**src/rtl/rr_arb_pkg.sv**
```systemverilog
// Shared switch-arbiter definitions: state encoding and index-width helper.
package rr_arb_pkg;

    localparam logic ARB_IDLE = 1'b0;
    localparam logic ARB_BUSY = 1'b1;

    typedef enum logic {
        ST_IDLE = ARB_IDLE,
        ST_BUSY = ARB_BUSY
    } arb_state_t;

    // Never returns less than 1 so that degenerate sizes still give a legal vector.
    function automatic int arb_idx_w(input int n);
        return (n <= 2) ? 1 : $clog2(n);
    endfunction

endpackage

```
**src/rtl/rr_arb_if.sv**
```systemverilog
// Request/grant bundle between the requesters (master) and the arbiter (slave).
interface rr_arb_if
    import rr_arb_pkg::*;
#(
    parameter int ARB_WIDTH    = 16,
    parameter int ARB_WIDTH_L2 = arb_idx_w(ARB_WIDTH)
);
    logic [ARB_WIDTH-1:0]    arb_req;
    logic                    arb_done;
    logic                    arb_gnt_vld;
    logic [ARB_WIDTH-1:0]    arb_gnt_vec;
    logic [ARB_WIDTH_L2-1:0] arb_gnt_bin;
    logic                    arb_tmo;

    modport master (
        output arb_req, arb_done,
        input  arb_gnt_vld, arb_gnt_vec, arb_gnt_bin, arb_tmo
    );

    modport slave (
        input  arb_req, arb_done,
        output arb_gnt_vld, arb_gnt_vec, arb_gnt_bin, arb_tmo
    );
endinterface

```
**src/rtl/prio_enc.sv**
```systemverilog
// Lowest-index-wins priority encoder with one-hot and binary outputs.
module prio_enc
    import rr_arb_pkg::*;
#(
    parameter int PE_WIDTH = 16,
    parameter int PE_BIN_W = arb_idx_w(PE_WIDTH)
) (
    input  logic [PE_WIDTH-1:0] pe_vec_in,
    output logic                pe_found,
    output logic [PE_WIDTH-1:0] pe_vec_out,
    output logic [PE_BIN_W-1:0] pe_bin_out
);

    // Scan downward so the last hit, i.e. the lowest index, wins.
    always_comb begin
        pe_found   = 1'b0;
        pe_vec_out = '0;
        pe_bin_out = '0;
        for (int i = PE_WIDTH - 1; i >= 0; i--) begin
            if (pe_vec_in[i]) begin
                pe_found      = 1'b1;
                pe_vec_out    = '0;
                pe_vec_out[i] = 1'b1;
                pe_bin_out    = PE_BIN_W'(i);
            end
        end
    end

endmodule

```
**src/rtl/rr_arb.sv**
```systemverilog
// Packet-granular round-robin arbiter with grant lock and hold watchdog.
//   state | meaning
//   IDLE  | no grant held, pick next candidate at/after ptr
//   BUSY  | grant locked until abort, done or watchdog
module rr_arb
    import rr_arb_pkg::*;
#(
    parameter int ARB_WIDTH    = 16,
    parameter int ARB_WIDTH_L2 = arb_idx_w(ARB_WIDTH),
    parameter int ARB_TMO      = 4096,
    parameter int ARB_TMO_W    = arb_idx_w(ARB_TMO + 1)
) (
    input logic      clk,
    input logic      rstn,
    rr_arb_if.slave  arb
);

    localparam logic [ARB_TMO_W-1:0] TMO_LAST = ARB_TMO_W'((ARB_TMO == 0) ? 0 : ARB_TMO - 1);
    localparam logic [ARB_TMO_W-1:0] TMO_SAT  = {ARB_TMO_W{1'b1}};
    localparam logic [ARB_WIDTH_L2-1:0] LAST_IDX = ARB_WIDTH_L2'(ARB_WIDTH - 1);

    arb_state_t              state_q, state_nxt;
    logic [ARB_WIDTH_L2-1:0] ptr_q, ptr_nxt;
    logic [ARB_TMO_W-1:0]    cnt_q, cnt_nxt;
    logic                    vld_q, vld_nxt;
    logic [ARB_WIDTH-1:0]    vec_q, vec_nxt;
    logic [ARB_WIDTH_L2-1:0] bin_q, bin_nxt;
    logic                    tmo_q, tmo_nxt;

    logic [ARB_WIDTH-1:0]    mask;
    logic [ARB_WIDTH-1:0]    req_masked;
    logic                    m_found, r_found;
    logic [ARB_WIDTH-1:0]    m_vec, r_vec;
    logic [ARB_WIDTH_L2-1:0] m_bin, r_bin;
    logic                    rel_abort, rel_done, rel_tmo;

    always_comb begin
        mask = '0;
        for (int i = 0; i < ARB_WIDTH; i++) begin
            mask[i] = (ARB_WIDTH_L2'(i) >= ptr_q);
        end
    end

    assign req_masked = arb.arb_req & mask;

    prio_enc #(.PE_WIDTH(ARB_WIDTH), .PE_BIN_W(ARB_WIDTH_L2)) u_pe_masked (
        .pe_vec_in  (req_masked),
        .pe_found   (m_found),
        .pe_vec_out (m_vec),
        .pe_bin_out (m_bin)
    );

    prio_enc #(.PE_WIDTH(ARB_WIDTH), .PE_BIN_W(ARB_WIDTH_L2)) u_pe_raw (
        .pe_vec_in  (arb.arb_req),
        .pe_found   (r_found),
        .pe_vec_out (r_vec),
        .pe_bin_out (r_bin)
    );

    assign rel_abort = ~arb.arb_req[bin_q];
    assign rel_done  = arb.arb_done;
    assign rel_tmo   = (ARB_TMO != 0) && (cnt_q == TMO_LAST);

    always_ff @(posedge clk or negedge rstn) begin
        if (!rstn) begin
            state_q <= ST_IDLE;
            ptr_q   <= '0;
            cnt_q   <= '0;
            vld_q   <= 1'b0;
            vec_q   <= '0;
            bin_q   <= '0;
            tmo_q   <= 1'b0;
        end else begin
            state_q <= state_nxt;
            ptr_q   <= ptr_nxt;
            cnt_q   <= cnt_nxt;
            vld_q   <= vld_nxt;
            vec_q   <= vec_nxt;
            bin_q   <= bin_nxt;
            tmo_q   <= tmo_nxt;
        end
    end

    always_comb begin
        state_nxt = state_q;
        ptr_nxt   = ptr_q;
        cnt_nxt   = cnt_q;
        vld_nxt   = vld_q;
        vec_nxt   = vec_q;
        bin_nxt   = bin_q;
        tmo_nxt   = 1'b0;
        unique case (state_q)
            ST_IDLE: begin
                if (m_found || r_found) begin
                    state_nxt = ST_BUSY;
                    vld_nxt   = 1'b1;
                    vec_nxt   = m_found ? m_vec : r_vec;
                    bin_nxt   = m_found ? m_bin : r_bin;
                    cnt_nxt   = '0;
                end
            end
            ST_BUSY: begin
                cnt_nxt = (cnt_q == TMO_SAT) ? cnt_q : cnt_q + ARB_TMO_W'(1);
                if (rel_abort || rel_done || rel_tmo) begin
                    state_nxt = ST_IDLE;
                    vld_nxt   = 1'b0;
                    vec_nxt   = '0;
                    bin_nxt   = '0;
                    ptr_nxt   = (bin_q == LAST_IDX) ? '0 : bin_q + ARB_WIDTH_L2'(1);
                    // Timeout is only reported when it is the sole reason for release.
                    tmo_nxt   = rel_tmo && !rel_abort && !rel_done;
                end
            end
            default: state_nxt = ST_IDLE;
        endcase
    end

    assign arb.arb_gnt_vld = vld_q;
    assign arb.arb_gnt_vec = vec_q;
    assign arb.arb_gnt_bin = bin_q;
    assign arb.arb_tmo     = tmo_q;

endmodule

```
**src/flat_wrapper.sv**
```systemverilog
// flat-port wrapper written by rule: the top's interface ports become plain ports
module rr_arb_flat import rr_arb_pkg::*;
#(
    parameter int ARB_WIDTH    = 16,
    parameter int ARB_WIDTH_L2 = arb_idx_w(ARB_WIDTH),
    parameter int ARB_TMO      = 4096,
    parameter int ARB_TMO_W    = arb_idx_w(ARB_TMO + 1)
)
  (clk, rstn, arb_arb_req, arb_arb_done, arb_arb_gnt_vld, arb_arb_gnt_vec, arb_arb_gnt_bin, arb_arb_tmo);
  rr_arb_if #(.ARB_WIDTH(ARB_WIDTH), .ARB_WIDTH_L2(ARB_WIDTH_L2)) arb_i ();
  input logic clk;
  input logic rstn;
  input wire logic [$bits(arb_i.arb_req)-1:0] arb_arb_req;
  input wire logic [$bits(arb_i.arb_done)-1:0] arb_arb_done;
  output wire logic [$bits(arb_i.arb_gnt_vld)-1:0] arb_arb_gnt_vld;
  output wire logic [$bits(arb_i.arb_gnt_vec)-1:0] arb_arb_gnt_vec;
  output wire logic [$bits(arb_i.arb_gnt_bin)-1:0] arb_arb_gnt_bin;
  output wire logic [$bits(arb_i.arb_tmo)-1:0] arb_arb_tmo;
  assign arb_i.arb_req = arb_arb_req;
  assign arb_i.arb_done = arb_arb_done;
  assign arb_arb_gnt_vld = arb_i.arb_gnt_vld;
  assign arb_arb_gnt_vec = arb_i.arb_gnt_vec;
  assign arb_arb_gnt_bin = arb_i.arb_gnt_bin;
  assign arb_arb_tmo = arb_i.arb_tmo;
  rr_arb #(.ARB_WIDTH(ARB_WIDTH), .ARB_WIDTH_L2(ARB_WIDTH_L2), .ARB_TMO(ARB_TMO), .ARB_TMO_W(ARB_TMO_W)) u_core (.clk(clk), .rstn(rstn), .arb(arb_i));
endmodule
```
**config.mk**
```make
export PLATFORM = sky130hd
export DESIGN_NAME = rr_arb_flat
export DESIGN_NICKNAME = d
export VERILOG_FILES = /design/src/rtl/rr_arb_pkg.sv /design/src/rtl/rr_arb_if.sv /design/src/rtl/prio_enc.sv /design/src/rtl/rr_arb.sv /design/src/flat_wrapper.sv
export SDC_FILE = /design/constraint.sdc
export NUM_CORES = 1
export LEC_CHECK = 0
export CORE_MARGIN = 4
export CORE_UTILIZATION = 35
export CTS_BUF_LIST = sky130_fd_sc_hd__clkbuf_4
export CTS_CLUSTER_SIZE = 14
export DETAILED_ROUTE_END_ITERATION = 8
export DONT_BUFFER_PORTS = 1
export GPL_ROUTABILITY_DRIVEN = 0
export MAX_ROUTING_LAYER = met4
export SLEW_MARGIN = 20
export SYNTH_ARGS = -nofsm -noshare
export SYNTH_HDL_FRONTEND = slang
export SYNTH_SLANG_ARGS = --single-unit
```
**constraint.sdc**
```tcl
create_clock -name clk -period 2.7 [get_ports clk]
set_input_delay 0.135 -clock clk [delete_from_list [all_inputs] [get_ports clk]]
set_output_delay 0.135 -clock clk [all_outputs]
set_load 0.02 [all_outputs]
```
==> results.tsv <==
metric	value	unit
Setup crit end kind	flop	
Synth area leaders	dfrtp_1 (35%), o21ai_0 (4.7%), nor2_1 (3.5%), nand2_1 (3.2%), mux2i_1 (2.8%)	
grt ovf	0	
Seq cells post-synth	40	
worst-path fanout max	15	
unique cell type count in the Yosys netlist	70	
worst slew pin tran	577	ps
RSZ-0062 raised after global routing	false	
via count of the routed design	2729	
Mean Syn Cell Area	8.49	um^2
Seq/Total Area, Yosys	0.346	
worst setup margin	312	ps
IO Count	41	
DRC viols	0	
Post-synth ARST share	1.00	
end of the worst register-to-register path	u_core.arb.arb_gnt_vec[13]	
CP required	3010	ps
port bufs	0	
CP arrival	2700	ps
layout cell share with drive strength beyond 1	0.112	
antenna viol nets, final	0	
synth warn	0	
mapped cell area	2900	um^2
status	complete, no violations	
filler cell count	806	
Crit path largest cell delay	650	ps
final antenna diode count	0	
Detailed Routing Iterations Pass 1	8	
Synth Instances	341	
reg-to-reg startpoint	u_core.ptr_q[0]	
vias per cell	6.06	
Clk Latency, worst-skew pair	370	ps
clk buf depth	2	
share of Yosys cell area claimed by the top area cell type	0.346	
# setup viols final	0	
Worst setup SP type	flop	
H-tree depth	2	
Synth Net Count	362	
worst setup path startpoint	u_core.ptr_q[0]	
area leader, netlist	dfrtp_1	
WL final	8700	um
Tcrit/Tclk final	0.885	
Fin Setup TNS	0	ps
HPWL after DPL	6300	um
# clock sinks	40	
Die X	99.0	um
Slew Viols, Final	0	
post-CTS setup buffer count	0	
die area	9800	um^2
critical path capture point	u_core.arb.arb_gnt_vec[13]	
Fin. Hold Viols	0	
Tot GR Track Use	0.187	
CP top delay family	simple AND/OR/NAND/NOR gates	
worst min path class	in -> reg	
WP buf/inv	0	
Vert. Die Dim	99.0	um
initial antenna violation count	0	
CP Depth	6	
CTS tree	done	
Final nets	368	
first-pass GRT wire length	14400	um
reg2reg setup slack	310	ps
Pwr Density	949	nW/um^2
FMAX	419	MHz
initial drt markers	343	
minimum clock period	2390	ps
core area	7890	um^2
Routed WL per cell	19.3	um
min-delay src	arb_arb_req[6]	
Most used DFF post-synth	dfrtp_1	
CP cell instances	nor2_1 > o311ai_2 > and2_0 > nand2_1 > nor4b_1 > a211o_1	
synthesis-to-finish area growth	9.85	%
Row Count	32	
Slowest-stage cell, CP	dfrtp_1	
Max Cap Viol	0	
Post-synth EDFFs	0	
worst reg2reg path depth	6	
Static Leakage	1.26	nW
Reg clk slew, reported paths	150	ps
initial cell density of the core	0.367	
Max-slew headroom	0.611	
Max rail drop VDD	0.000282	V
largest net degree at the start of global routing	41	
Setup WS pre-CTS	302	ps
kind of critical path	reg -> reg	
Final Skew	22.5	ps
number of global-route vias before repair	2685	
CTS Buf Count	5	
CTS Root Buffer Type	clkbuf_4	
## area by class of cell
cell class,instances,area (um^2),share of cell area
multi-input combinational,266,1730,0.545
sequential,40,1000,0.315
timing repair buffer,19,180,0.0566
tap,102,128,0.0401
inverter,15,56.3,0.0177
clock inverter,3,42.5,0.0134
clock buffer,5,37.5,0.0118
## metal layers
metal / global-route usage / wire (um) / up-vias
li1: - / - / 1303
met1: 0.259 / 4000 / 1305
met2: 0.279 / 3900 / 113
met3: 0.0410 / 689 / 8
met4: 0.0441 / 104 / 0
met5: - / 0 / -
## cells in the final DEF, fill, tap and decap left out, types with 9 or more instances in the layout
cell type	instances
nand2_1	25
nand3_1	15
a21oi_1	14
nor3_1	12
nor2b_1	9
o21ai_0	27
dlygate4sd3_1	10
inv_1	14
dfrtp_1	38
nor2_1	27
## state kept, by name, summed over array words and instances, names as in the netlist
register / count
u_core.arb.arb_gnt_vld: 1
u_core.cnt_q: 13
u_core.ptr_q: 4
u_core.state_q: 1
u_core.arb.arb_gnt_bin: 4
u_core.arb.arb_tmo: 1
u_core.arb.arb_gnt_vec: 16
## power breakdown
group          switching [W]  internal [W]  total [W]
clock               0.000226      0.000194   0.000419
combinational       0.000858      0.000598    0.00146
sequential          0.000395      0.000747    0.00114
total                0.00148       0.00154    0.00302
## repair_timing
item	4_1_cts	5_1_grt
resized for setup	0	2
setup endpoints to repair	0	1
endpoints found under the hold margin	49	0
hold buffers	11	0
## cell families (layout without fill, tap and decap cells)
logic type               Yosys count  after routing  share of synthesized area
AO/OA/AOI/OAI                    117            117                      0.302
XOR/XNOR                           5              5                     0.0151
adder cells (fa/ha/maj)            2              2                    0.00864
buffers and inverters             35             42                     0.0557
flip-flops                        40             40                      0.346
multiplexers                       9              9                     0.0328
AND/OR/NAND/NOR                  133            133                      0.240
## worst min path at each step
stage | endpoint | depth (start not counted) | slack [ps]
after floorplan | u_core.arb.arb_gnt_bin[0] | 0 | -160
after global placement | u_core.arb.arb_gnt_vec[9] | 0 | -160
after detailed placement | u_core.arb.arb_gnt_vec[9] | 0 | -160
after CTS | u_core.arb.arb_gnt_vec[7] | 2 | 5
after global routing | u_core.arb.arb_gnt_vec[7] | 2 | 30
final | u_core.arb.arb_gnt_vec[7] | 2 | 9
## Yosys cell counts, types with 3 or more instances
cell	n
dfrtp_1	40
nor2_1	27
o21ai_0	27
nand2_1	25
nand3_1	15
a21oi_1	14
inv_1	14
nor3_1	12
buf_2	11
nor2b_1	9
mux2i_1	8
nor4_1	8
a22o_1	7
nand4_1	7
a32o_1	6
and2_1	6
a21boi_0	5
a22oi_1	5
clkbuf_1	5
nand2b_1	5
a211o_1	4
o21ai_1	4
o31ai_1	4
a211oi_1	3
a21o_1	3
a221oi_1	3
or2_2	3
xor2_1	3
## metrics by stage
stage,total power [W],instance area [um^2],cells,hold WS (ps),utilization
after floorplan,0.00219,2900,341,-161,-
after global placement,0.00254,2980,431,-159,0.378
after detailed placement,0.00255,2980,431,-160,0.378
after CTS,0.00301,3180,450,5.35,0.403
after global routing,0.00325,3180,450,33.8,0.403
final,0.00302,3180,450,9.32,0.403
Note: power is estimated with default switching activity, not from simulation.
